File: src/rtl/regfile_pkg.sv
// Shared defaults and FSM state encoding for the register-file writeback path.
package regfile_pkg;

  localparam int RF_NUM_REQ  = 3;
  localparam int RF_ADDR_W   = 5;
  localparam int RF_DATA_W   = 8;
  localparam int RF_NUM_REGS = 32;

  localparam logic [0:0] ST_CLEAR = 1'b0;
  localparam logic [0:0] ST_RUN   = 1'b1;

endpackage

File: src/rtl/regfile_wb_arbiter_rr_arbiter.sv
// Round-robin arbiter: picks the first asserted request after ptr, wrapping.
// Outputs a one-hot grant, its index, and a valid flag.
module rr_arbiter #(
  parameter int N     = 3,
  parameter int IDX_W = 2
) (
  input  logic [N-1:0]     req,
  input  logic [IDX_W-1:0] ptr,
  output logic [N-1:0]     grant,
  output logic [IDX_W-1:0] grant_idx,
  output logic             grant_valid
);

  int cand;

  always_comb begin
    // NOTE: every output gets a default before the loop so no path leaves it unassigned (no latch).
    grant       = '0;
    grant_idx   = '0;
    grant_valid = 1'b0;
    cand        = 0;
    for (int k = 1; k <= N; k++) begin
      cand = (int'(ptr) + k) % N;
      if (!grant_valid && req[cand]) begin
        grant_valid = 1'b1;
        grant[cand] = 1'b1;
        grant_idx   = IDX_W'(cand);
      end
    end
  end

endmodule

File: src/rtl/regfile_wb_arbiter.sv
// Sole owner of the register-file write port: round-robin writeback arbitration,
// clear sequencing of r1..r(NUM_REGS-1), optional forwarding (REGFILE_WB_BYPASS_EN).
module regfile_wb_arbiter
  import regfile_pkg::*;
#(
  parameter int NUM_REQ  = RF_NUM_REQ,
  parameter int ADDR_W   = RF_ADDR_W,
  parameter int DATA_W   = RF_DATA_W,
  parameter int NUM_REGS = RF_NUM_REGS
) (
  input  logic                        clk,
  input  logic                        rst_n,
  input  logic [NUM_REQ-1:0]          req_valid,
  output logic [NUM_REQ-1:0]          req_ready,
  input  logic [NUM_REQ*ADDR_W-1:0]   req_rd,
  input  logic [NUM_REQ*DATA_W-1:0]   req_data,
  input  logic                        clr_req,
  output logic                        clr_busy,
  output logic                        clr_done,
  output logic                        rf_we,
  output logic [ADDR_W-1:0]           rf_rd,
  output logic [DATA_W-1:0]           rf_wdata,
  input  logic [ADDR_W-1:0]           fwd_rs,
  input  logic [ADDR_W-1:0]           fwd_rt,
  input  logic [DATA_W-1:0]           rf_rdata1,
  input  logic [DATA_W-1:0]           rf_rdata2,
  output logic [DATA_W-1:0]           fwd_data1,
  output logic [DATA_W-1:0]           fwd_data2
);

  localparam int PTR_W = (NUM_REQ > 1) ? $clog2(NUM_REQ) : 1;

  logic [0:0]        state;
  logic [ADDR_W-1:0] clr_idx;
  logic [PTR_W-1:0]  rr_ptr;
  logic [NUM_REQ-1:0] grant;
  logic [PTR_W-1:0]  grant_idx;
  logic              grant_valid;
  logic              run;
  logic              handshake;
  logic              last_clr;
  logic [ADDR_W-1:0] sel_rd;
  logic [DATA_W-1:0] sel_data;

  rr_arbiter #(
    .N     (NUM_REQ),
    .IDX_W (PTR_W)
  ) u_arb (
    .req         (req_valid),
    .ptr         (rr_ptr),
    .grant       (grant),
    .grant_idx   (grant_idx),
    .grant_valid (grant_valid)
  );

  assign run       = (state == ST_RUN);
  assign clr_busy  = (state == ST_CLEAR);
  assign req_ready = run ? grant : '0;
  assign handshake = run && grant_valid;
  assign last_clr  = (clr_idx == ADDR_W'(NUM_REGS - 1));
  assign sel_rd    = req_rd[grant_idx*ADDR_W +: ADDR_W];
  assign sel_data  = req_data[grant_idx*DATA_W +: DATA_W];

  always_ff @(posedge clk or negedge rst_n) begin
    if (!rst_n) begin
      state    <= ST_CLEAR;
      clr_idx  <= ADDR_W'(1);
      rr_ptr   <= PTR_W'(NUM_REQ - 1);
      rf_we    <= 1'b0;
      rf_rd    <= '0;
      rf_wdata <= '0;
      clr_done <= 1'b0;
    end else begin
      // NOTE: non-blocking defaults here make rf_we and clr_done single-cycle pulses
      // unless a branch below re-asserts them in the same edge.
      rf_we    <= 1'b0;
      rf_rd    <= '0;
      rf_wdata <= '0;
      clr_done <= 1'b0;
      if (state == ST_CLEAR) begin
        rf_we   <= 1'b1;
        rf_rd   <= clr_idx;
        clr_idx <= clr_idx + 1'b1;
        if (last_clr) begin
          state    <= ST_RUN;
          clr_done <= 1'b1;
        end
      end else begin
        if (handshake) begin
          rr_ptr <= grant_idx;
          // Writes to r0 are accepted but dropped.
          if (sel_rd != '0) begin
            rf_we    <= 1'b1;
            rf_rd    <= sel_rd;
            rf_wdata <= sel_data;
          end
        end
        if (clr_req) begin
          state   <= ST_CLEAR;
          clr_idx <= ADDR_W'(1);
        end
      end
    end
  end

`ifdef REGFILE_WB_BYPASS_EN
  assign fwd_data1 = (rf_we && rf_rd == fwd_rs && rf_rd != '0) ? rf_wdata : rf_rdata1;
  assign fwd_data2 = (rf_we && rf_rd == fwd_rt && rf_rd != '0) ? rf_wdata : rf_rdata2;
`else
  logic unused_fwd;
  assign unused_fwd = ^{fwd_rs, fwd_rt};
  assign fwd_data1  = rf_rdata1;
  assign fwd_data2  = rf_rdata2;
`endif

endmodule
File: config.mk
export PLATFORM = sky130hd
export DESIGN_NAME = regfile_wb_arbiter
export DESIGN_NICKNAME = d
export VERILOG_FILES = /design/src/rtl/regfile_pkg.sv /design/src/rtl/regfile_wb_arbiter_rr_arbiter.sv /design/src/rtl/regfile_wb_arbiter.sv
export SDC_FILE = /design/constraint.sdc
export NUM_CORES = 1
export LEC_CHECK = 0
export CAP_MARGIN = 0
export CORE_MARGIN = 10
export CORE_UTILIZATION = 68
export DETAILED_ROUTE_END_ITERATION = 8
export DONT_BUFFER_PORTS = 1
export GPL_ROUTABILITY_DRIVEN = 0
export PLACE_DENSITY = 0.85
export SLEW_MARGIN = 10
export SYNTH_ARGS = -nofsm -noshare
export SYNTH_HDL_FRONTEND = slang
export SYNTH_SLANG_ARGS = --single-unit
File: constraint.sdc
create_clock -name clk -period 3.5 [get_ports clk]
set_input_delay 0.35 -clock clk [delete_from_list [all_inputs] [get_ports clk]]
set_output_delay 0.35 -clock clk [all_outputs]
set_load 0.03 [all_outputs]
; Word level (Yosys, flattened, before mapping)
; Index checks and enable logic that the tools add are counted.
[word_totals]
ff_bits = 23
input_bits = 71
[op_classes]
add_sub_neg = 4
n_mul = 1
div_mod_pow = 3
magnitude_cmp = 6
eq_ne = 2
n_shift = 2
n_mux = 40
n_bitwise = 3
reduce_logical = 10
[ops]
columns = cell, count
row1 = $ge A32 B1 Y1 const B, 3
row2 = $lt A32 B4 Y1 const B, 3
row3 = $mod A32 B3 Y32 const B, 3
row4 = $mux W5, 5
row5 = $mux W8, 3
row6 = $shiftx A24 B6 Y8, 1
row7 = $mux W1, 19
row8 = $shiftx A15 B6 Y5, 1
row9 = $mux W3, 4
row10 = $add A2 B2 Y3 const B, 2
row11 = $bmux W1 S2, 3
row12 = $demux W1 S2, 3
row13 = $logic_and A1 B1 Y1, 6
row14 = $mux W2, 3
row15 = $or A3 B3 Y3, 2
row16 = $add A5 B1 Y5 const B, 1
row17 = $eq A5 B5 Y1 const B, 1
row18 = $mul A2 B3 Y5 const B, 1
row19 = $reduce_bool A5 Y1, 1
row20 = $add A2 B1 Y3 const B, 1
row21 = $logic_not A1 Y1, 2
row22 = $ne A2 B2 Y1 const B, 1
row23 = $reduce_and A2 Y1, 1
row24 = $not A1 Y1, 1

; Longest topological paths before layout
; Gate-level depths: netlist (run 1).
[logic_depth]
word_depth = 18
ltp_mapped = 11
mapped_depth_nobuf = 8

; Cells and area by module
; A second synthesis (run 1) with hierarchy kept.
[hier_totals]
hier_cells = 168
area_unflattened_um2 = 1604.0
[modules_own_cells]
columns = mod, n_inst, cells_per_inst, area_per_inst_um2, seq_area_each_um2
row1 = regfile_wb_arbiter, 1, 128, 1322.5, 578.1
row2 = rr_arbiter, 1, 40, 281.5, 0.0

; Least setup slack after synthesis (run 1)
; No wires, ideal clock.
[synth_timing]
kind = register to output
from = register rr_ptr[1]
to = output port req_ready[0]
arrival_ps = 2346
required_time_ps = 3150
slack_ps = 804
stages_incl_launch_ff = 9
path_buffers = 1
cell_sequence = dfstp_2 -> inv_1 -> ha_1 -> buf_2 -> mux2i_1 -> o21ai_0 -> and2_1 -> a221oi_1 -> a211oi_1
[synth_via]
elab_chain_len = 13
[synth_lines]
columns = item, line
row1 = "start, declared", regfile_wb_arbiter.sv:35  ; logic [PTR_W-1:0] rr_ptr;
row2 = "start signal, assigned", regfile_wb_arbiter.sv:68  ; rr_ptr <= PTR_W'(NUM_REQ - 1);
row3 = "start signal, assigned", regfile_wb_arbiter.sv:90  ; rr_ptr <= grant_idx;
row4 = "parallel branches: the longest is 11 deep, another holds $mod A32 B3 Y32", -
row5 = $mux W3 (*), regfile_wb_arbiter_rr_arbiter.sv:24  ; if (!grant_valid && req[cand]) begin
row6 = $mux W3 (*), regfile_wb_arbiter.sv:58  ; assign req_ready = run ? grant : '0;
row7 = "end, declared", regfile_wb_arbiter.sv:14  ; output logic [NUM_REQ-1:0] req_ready,
; Mark *: on every way between the ends. The select of a mux whose other input is x is not followed.

; Final worst setup path (run 1)
[layout_timing]
from = register rr_ptr[1]
to = output port req_ready[1]
; Same word-level chain as after synthesis.

==> results.toml, run 1 <==
[status]
status = "finished clean"

[clock_tree]
cts_tree = "done"
cts_made_buffers = 3
clock-sinks = 23
ctsRootBufferMaster = "clkbuf_4"
clk_path_buf_depth = 2
cts.repair.resized = 0
cts_setup_buffers = 0
htree_num_levels = 1
path_clk_slew_ps = 130
clk_latency_ps = 320

[cells_and_area]
finalNetCount = 248
antenna_cells = 0
utilization = 0.714
multi_input_area_um2 = 925
n_fill_cell = 167
drive_gt1_frac = 0.0882
area_growth_pct = -3.64
regArea_um2 = 578

[critical_path]
crit_chain = "inv_1 > ha_1 > mux2i_1 > o21ai_0 > and2_1 > a22oi_1 > o22a_1 > nor2_1"
cp_data_arrival_time_ps = 2780
cp-end-kind = "output pin"
cp_slowest_cell = "dfstp_2"
critPathRequiredTime_ps = 3150
worst-setup-path-type = "reg2out"
critical_path.max_stage_delay_ps = 570
critPathLaunchType = "flip-flop"
worst-path-max-fanout = 8

[synth]
seq_area_frac_synth = 0.343
synth-edff-count = 0
synth.net_count = 263
synth_cells = 186
netlist.area_leader.share = 0.312
async_reset_ff_frac = 1.00
synthTopCellsByArea = "dfrtp_1 31%, buf_4 7.6%, mux2i_1 5.9%, nand2_1 5.3%, ha_1 4.5%"
postSynthAreaPerCell_um2 = 9.06
ys_seq_elements = 23
synth.distinct_cells = 45
syn_area_um2 = 1690
yosys_most_used_dff = "dfrtp_1"
yosysWarnings = 0
synth_top_area_cell = "dfrtp_1"

[grt]
grt_pass1_vias = 1384
grt_max_degree = 24
grt_antenna_before_repair = 0
track_usage = 0.180
grt_overflow_total = 0
grt_pass1_wl_mm = 7.37

[sta]
fin_crit_ps = 3130
whs_ps = 93.0
clock_skew_ps = 2.30
finalSetupViolCount = 0
fin_crit_sh = 0.895
slew_headroom = 0.326
slew_viol_final = 0
finalSetupTns_ps = 0
tightest_slew_ps = 1010
max_freq_ghz = 0.319
final-hold-violation-count = 0
rsz0062_at_grt = "false"

[floorplan]
die_w_um = 69.8
io_pins = 106
dieArea_um2 = 4870
initial_core_util = 0.741
num_rows = 17
core_area_um2 = 2280
die_h_um = 69.8

[pwr]
seq_power_share = 0.348
switching_power_w = 0.000756
cellPowerDensity_nw_per_um2 = 933
switching_share = 0.499
combPwrFrac = 0.565
p_int_w = 0.000758
p_leak_nw = 0.706
vdd_drop_max_mv = 0.570
p_clk_frac = 0.086

[placement]
place_hpwl_mm = 3.82
io_buffer_count = 0

[worst_hold_path]
hold_class = "in2reg"

[routing]
wl_per_cell_um = 24.0
drt_wl_total_mm = 4.76
drt_iter0_drc = 144
ant_nets = 0
vias = 1389
drc = 0
drt-vias-per-instance = 7.02
first_pass_iters = 5

[flow_run]
drv_cap = 0
==> layout by cell type, fill, tap and decap left out, types with 5 or more instances in the layout <==
| cell type | n |
|---|---|
| and3_1 | 10 |
| o21a_1 | 9 |
| nor2b_1 | 5 |
| nor3_1 | 8 |
| a21oi_1 | 9 |
| mux2i_1 | 10 |
| ha_1 | 6 |
| dfrtp_1 | 21 |
| nand2_1 | 24 |
| nand2b_1 | 5 |
| nor2_1 | 6 |
==> worst max-delay path, delay by kind of cell (launching register included) <==
kind | cells | cell delay [ps]
compound gates | 3 | 650
fa+ha+maj | 1 | 330
buf+inv | 1 | 70
flops | 1 | 570
mux | 1 | 170
simple gates | 2 | 660
==> layer usage <==
layer  track usage  up-vias  wire [µm]
met5             0        -          0
met4        0.0543        0        114
met3        0.0927       23        686
met2         0.312       94       2360
met1         0.183      652       1600
li1              -      620          -
==> final timing paths <==
check / depth (start not counted) / end / slack [ps] / startpoint
max: 8 / req_ready[1] / 370 / rr_ptr[1]$_DFFE_PN1P_
min: 1 / clr_idx[3]$_DFFE_PN0P_ / 90 / clr_req
max reg2reg: 8 / rf_wdata[0]$_DFF_PN0_ / 490 / rr_ptr[0]$_DFFE_PN0P_
min reg2reg: 2 / clr_idx[0]$_DFFE_PN1P_ / 530 / clr_idx[0]$_DFFE_PN1P_
max in group asynchronous: 1 / rr_ptr[0]$_DFFE_PN0P_ / 2270 / rst_n
min in group asynchronous: 1 / rf_rd[4]$_DFF_PN0_ / 620 / rst_n
==> timing repair <==
| action | 4_1_cts | 5_1_grt |
|---|---|---|
| hold endpoints to repair | 23 | 0 |
| setup endpoints to repair | 0 | 0 |
| hold buffers | 1 | 0 |
==> flip-flops by register name (all words and copies together) (netlist names) <==
register  flops
rf_rd         5
clr_done      1
rf_we         1
rf_wdata      8
rr_ptr        2
run           1
clr_idx       5
==> cells by family after synthesis <==
| kind of cell | after synthesis | synth area share |
|---|---|---|
| AO/OA/AOI/OAI | 49 | 0.227 |
| XOR/XNOR | 2 | 0.0104 |
| adder cells (fa/ha/maj) | 6 | 0.0445 |
| buffers and inverters | 30 | 0.108 |
| flip-flops | 23 | 0.343 |
| multiplexers | 11 | 0.0728 |
| AND/OR/NAND/NOR | 65 | 0.194 |
==> final cells by class <==
| type | instances | area share |
|---|---|---|
| sequential | 23 | 0.356 |
| clock buffer | 3 | 0.0139 |
| timing repair buffer | 5 | 0.0247 |
| clock inverter | 1 | 0.00308 |
| inverter | 5 | 0.0116 |
| multi-input combinational | 133 | 0.569 |
| tap | 28 | 0.0216 |
==> synth_stat cells, types with 4 or more instances <==
cell type and instances:
a21oi_1 9, and3_1 10, buf_2 5, buf_4 17, dfrtp_1 21, ha_1 6, inv_1 4, mux2i_1 10
nand2_1 24, nand2b_1 5, nor2_1 6, nor2b_1 5, nor3_1 8, o21a_1 9
==> through the flow <==
step	instances	area, µm²	worst slack, ps	power, W
after floorplan	186	1690	804	0.00125
after global placement	193	1590	713	0.00131
after detailed placement	193	1590	546	0.00137
after CTS	198	1620	384	0.00150
after global routing	198	1620	187	0.00162
final	198	1620	368	0.00151
==> power by group through the flow <==
stage	sequential [W]	clock, W	combinational (W)
after floorplan	0.000503	0	0.000749
after global routing	0.000540	0.000143	0.000937
after detailed placement	0.000534	0	0.000835
after CTS	0.000528	0.000129	0.000846
final	0.000527	0.000131	0.000856
after global placement	0.000526	0	0.000787
No activity file was read; power rests on OpenSTA's default activity.
==> inputs of run 2 (changes only) <==
ABC_AREA = 1   (was default)
CELL_PAD_IN_SITES_DETAIL_PLACEMENT = 2   (was default)
CELL_PAD_IN_SITES_GLOBAL_PLACEMENT = 2   (was default)
CORE_UTILIZATION = 33   (was 68)
PLACE_DENSITY = 0.83   (was 0.85)
==> run 2 against run 1 <==
  * Synthesized area increased by 1.4%
  * Clock power increased by 25%
  * Highest routed layer unchanged
  * Critical path type unchanged
  * Power increased by 36%
==> results.toml, run 2 <==
[status]
status = "finished clean"

[cells_and_area]
regArea_um2 = 578
utilization = 0.331
multi_input_area_um2 = 827
antenna_cells = 0
largestRegisters = "rf_wdata: 8 flops, clr_idx: 5 flops, rf_rd: 5 flops"
n_fill_cell = 621
most-common-layout-cells = "47 x nand2_1, 29 x inv_1, 29 x nand3_1, 29 x o21ai_0, 24 x nor2_1"
area_growth_pct = -1.61
largest_reg_flops = 8
finalNetCount = 300
drive_gt1_frac = 0.104
final_common_cell = "nand2_1"
largest_register = "rf_wdata"

[routing]
vias = 1465
drc = 0
ant_nets = 0
drt-vias-per-instance = 5.02
first_pass_iters = 4
drt_wl_total_mm = 5.38
wl_per_cell_um = 18.4
drt_iter0_drc = 51

[synth]
yosys_most_used_dff = "dfrtp_1"
synth_top_area_cell = "dfrtp_1"
syn_area_um2 = 1710
netlist.area_leader.share = 0.307
synth_cells = 239
ys_top_cells_by_count = "47 x nand2_1, 29 x inv_1, 29 x nand3_1, 29 x o21ai_0, 24 x nor2_1"
synth-edff-count = 0
postSynthAreaPerCell_um2 = 7.15
seq_area_frac_synth = 0.338
synth.net_count = 316
post-synth-top-count-cell = "nand2_1"
async_reset_ff_frac = 1.00
yosysWarnings = 0
synthTopCellsByArea = "dfrtp_1 31%, nand2_1 10%, nand3_1 8.5%, o21ai_0 8.5%, buf_4 7.5%"
synth.distinct_cells = 27
ys_seq_elements = 23

[clock_tree]
cts_made_buffers = 3
ctsRootBufferMaster = "clkbuf_8"
cts.repair.resized = 0
path_clk_slew_ps = 80
clk_latency_ps = 270
cts_setup_buffers = 0
clk_path_buf_depth = 2
cts_tree = "done"
htree_num_levels = 1
clock-sinks = 23
hold_buffers = 1

[sta]
max_freq_ghz = 0.354
slew_viol_final = 0
final-hold-violation-count = 0
finalSetupTns_ps = 0
fin_crit_ps = 2820
fin_crit_sh = 0.807
finalSetupViolCount = 0
whs_ps = 345
rsz0062_at_grt = "false"
slew_headroom = 0.337
clock_skew_ps = 2.17
tightest_slew_ps = 991

[critical_path]
critPathLaunchType = "flip-flop"
worst-setup-path-type = "reg2out"
worst-path-max-fanout = 8
reg2reg_to = "rf_we$_DFF_PN0_"
cp-end-kind = "output pin"
critPathRequiredTime_ps = 3150
r2r-start = "rr_ptr[0]$_DFFE_PN0P_"
rrSetupSlack_ps = 800
cp_data_arrival_time_ps = 2470
r2r_cells = 15

[floorplan]
core_area_um2 = 5070
num_rows = 26
die_w_um = 92.0
dieArea_um2 = 8460
die_h_um = 92.0
initial_core_util = 0.337
io_pins = 106

[worst_hold_path]
hold_class = "in2reg"
min_to = "rf_wdata[6]$_DFF_PN0_"
whs_path_depth = 4
min-delay-start = "req_data[22]"

[pwr]
cellPowerDensity_nw_per_um2 = 1220
p_leak_nw = 0.835
fin_total_pwr_w = 0.00206
vdd_drop_max_mv = 0.301

[grt]
grt_overflow_total = 0
grt_pass1_wl_mm = 8.67
grt_pass1_vias = 1680
grt_antenna_before_repair = 0
grt_max_degree = 24
track_usage = 0.125

[placement]
io_buffer_count = 0
place_hpwl_mm = 4.37

[flow_run]
drv_cap = 0
-- run 2: changes by cell type after synthesis, moves of 8 or more --
cell,change
o21ai_0,+26
inv_1,+25
o21a_1,-8
nor3_1,-8
nand2_1,+23
mux2i_1,-9
nor2_1,+18
nand3_1,+28
and3_1,-10
-- run 2: layout make-up --
cell class	count	area share
timing repair buffer	1	0.00595
tap	70	0.0521
clock buffer	4	0.0268
inverter	35	0.0796
multi-input combinational	159	0.492
sequential	23	0.344
-- run 2: how the worst max path moves through the flow --
stage	startpoint	depth (start not counted)	slack [ps]	end
6_report	rr_ptr[0]$_DFFE_PN0P_	10	680	req_ready[1]
5_1_grt	rr_ptr[0]$_DFFE_PN0P_	10	470	req_ready[1]
4_1_cts	rr_ptr[0]$_DFFE_PN0P_	10	640	req_ready[1]
3_5_place_dp	rr_ptr[0]$_DFFE_PN0P_	14	780	rf_wdata[0]$_DFF_PN0_
3_3_place_gp	rr_ptr[0]$_DFFE_PN0P_	14	860	rf_wdata[4]$_DFF_PN0_
2_1_floorplan	rr_ptr[0]$_DFFE_PN0P_	10	1260	req_ready[1]
-- run 2: where the power goes --
| part | leakage, nW | switching, W | internal (W) |
|---|---|---|---|
| Clock | 0.0228 | 0.0000828 | 0.0000814 |
| Combinational | 0.524 | 0.000973 | 0.000385 |
| Sequential | 0.288 | 0.000167 | 0.000368 |
| Total | 0.835 | 0.00122 | 0.000834 |
-- run 2: kinds of logic (layout without fill, tap and decap cells) --
kind of cell | count (synthesis) | in the layout | synth area share
multiplexers | 1 | 1 | 0.00586
buffers and inverters | 57 | 40 | 0.178
AO/OA/AOI/OAI | 37 | 37 | 0.116
AND/OR/NAND/NOR | 115 | 115 | 0.318
adder cells (fa/ha/maj) | 6 | 6 | 0.0439
flip-flops | 23 | 23 | 0.338
-- run 2: through the flow --
| step | instances | worst slack, ps | cell area (µm²) |
|---|---|---|---|
| global route | 292 | 470 | 1680 |
| CTS | 292 | 643 | 1680 |
| finish | 292 | 675 | 1680 |
| detailed placement | 287 | 778 | 1630 |
| global placement | 287 | 862 | 1630 |
| floorplan | 239 | 1260 | 1710 |
-- run 2: per-layer routing --
layer / GRT usage / part of all wire / vias to the layer above
li1: - / - / 711
met1: 0.143 / 0.42 / 709
met2: 0.222 / 0.50 / 38
met3: 0.0277 / 0.054 / 7
met4: 0.0463 / 0.019 / 0
met5: 0 / 0 / -
-- run 2: worst max-delay path, cell delays in order (launching register included) --
cell and delay, ps:
dfrtp_1 390, inv_1 90, ha_1 460, inv_2 120, nand2_1 80, nand3_1 70, nand2_2 170, nand3_2 120
inv_2 110, nand2_1 60, a21oi_1 550
==> RTL change, RTL diff (config.mk and constraints of run 2) <==
`RF_DATA_W`: 8 -> 7.
--- a/src/rtl/regfile_pkg.sv
+++ b/src/rtl/regfile_pkg.sv
@@ -5,3 +5,3 @@
   localparam int RF_ADDR_W   = 5;
-  localparam int RF_DATA_W   = 8;
+  localparam int RF_DATA_W   = 7;
   localparam int RF_NUM_REGS = 32;
Interface: changed (6 resized); port bits go from 106 to 98. The function was not compared with the original's and may differ.
==> RTL change against run 2 <==
Setup slack lost 0.024 ns. Sequential cell count down 1. Maximum frequency is 0.85% lower. Hold slack worse by 0.014 ns. Count of clock-buffer cells in the layout is the same. Final cell count decreased by 3.4%. Sequential share of layout area fell by 0.40 points. Power decreased by 4.5%. Design area shrank 3.2%. Via count shrank 4.9%. Wire length decreased by 5.2%. Area after synthesis is 3.8% lower. Global-route usage is 0.41 points lower. Highest routed layer unchanged.
==> RTL change: results (changes against run 2) <==
status=completed (unchanged); synthesis-stage register bit count=22 (was 23); worst hold path endpoint=rf_wdata[1]$_DFF_PN0_ (was rf_wdata[6]$_DFF_PN0_); Area contributors post-synth=sky130_fd_sc_hd__dfrtp_1, sky130_fd_sc_hd__nand2_1, sky130_fd_sc_hd__nand3_1, sky130_fd_sc_hd__o21ai_0, sky130_fd_sc_hd__buf_4 (unchanged); Fin Clk Skew=0.00167 ns (was 0.00217 ns); non-clk buf share=0.615% (was 0.595%); wire per inst=18.1 um (was 18.4 um); dominant delay contributor by cell family on the critical path=simple AND/OR/NAND/NOR gates (was compound AO/OA/AOI/OAI gates); synth cell count leaders=sky130_fd_sc_hd__nand2_1, sky130_fd_sc_hd__nand3_1, sky130_fd_sc_hd__inv_1 (was sky130_fd_sc_hd__nand2_1, sky130_fd_sc_hd__inv_1, sky130_fd_sc_hd__nand3_1, sky130_fd_sc_hd__o21ai_0, sky130_fd_sc_hd__nor2_1); Inverters, non-clock=34 (was 35); Least-Margin Pin Slew=0.925 ns (was 0.991 ns); critical path arrival=3.00 ns (was 2.47 ns); FF/Latch Area=553 um^2 (was 578 um^2); largest registers=rf_wdata: 7 flops, clr_idx: 5 flops, rf_rd: 5 flops (was rf_wdata: 8 flops, clr_idx: 5 flops, rf_rd: 5 flops); die width=90.6 um (was 92.0 um); detailed-routed wire length on met2=2610 um (was 2710 um); critical-path maximum fanout=20 (was 8); R2R Setup Slk=0.65 ns (was 0.80 ns); layout net count=288 (was 300); global routing usage summed across all routing layers=12.1% (was 12.5%); worst ir drop on vdd=457 uV (was 301 uV); hold_sp=req_data[15] (was req_data[22]); Max Used Layer=met4 (unchanged); pre-CTS setup slack=0.626 ns (was 0.778 ns); synthesized area per cell=7.15 um^2 (about the same); static leakage power=0.810 nW (was 0.835 nW); total area of multi-input combinational cells=795 um^2 (was 827 um^2); fill cell total of the finished layout=600 (was 621); wire length on met1=2030 um (was 2270 um); pwr dens=1210 nW/um^2 (was 1220 nW/um^2); Worst path slowest cell=sky130_fd_sc_hd__dfstp_2 (was sky130_fd_sc_hd__a21oi_1); final cell count without fillers=282 (was 292); pin count of the biggest net entering global routing=23 (was 24); met3 routed WL=401 um (was 292 um); power in combinational cells=0.00127 W (was 0.00136 W); capturing element of the worst setup path=rf_we$_DFF_PN0_ (was req_ready[1]); distinct cell type count of the synthesized netlist=28 (was 27); switching power total=0.00114 W (was 0.00122 W); sequential-to-total area share from yosys stat=33.6% (was 33.8%); critical path type=reg2reg (was reg2out); highest attainable clock frequency=351 MHz (was 354 MHz); post-synth net total=302 (was 316); via count of the first global-routing pass=1,506 (was 1,680); post-DP HPWL=4150 um (was 4370 um)
## RTL change: cell count changes after synthesis, moves of 2 or more
cell / before / now
sky130_fd_sc_hd__buf_4: 17 / 14
sky130_fd_sc_hd__buf_6: 3 / 5
sky130_fd_sc_hd__nand2_1: 47 / 49
sky130_fd_sc_hd__nand2_2: 5 / 3
sky130_fd_sc_hd__nor2_1: 24 / 22
sky130_fd_sc_hd__o21ai_0: 29 / 25
sky130_fd_sc_hd__o21ai_1: 0 / 2
## RTL change: routing by layer
layer,vias up,global-route usage (%)
met2,42,21.4
met1,661,13.0
met3,4,3.99
met4,0,4.64
met5,-,0
li1,686,-
## RTL change: cells by family (layout without fill, tap and decap cells)
kind of cell	Yosys count	in the layout	share of synthesized area, %
DFF	22	22	33.6
adders and majority gates	6	6	4.57
AOI/OAI and AO/OA	35	35	11.4
and+or+nand+nor	112	112	31.7
muxes	1	1	0.609
buffers and inverters	54	39	18.0
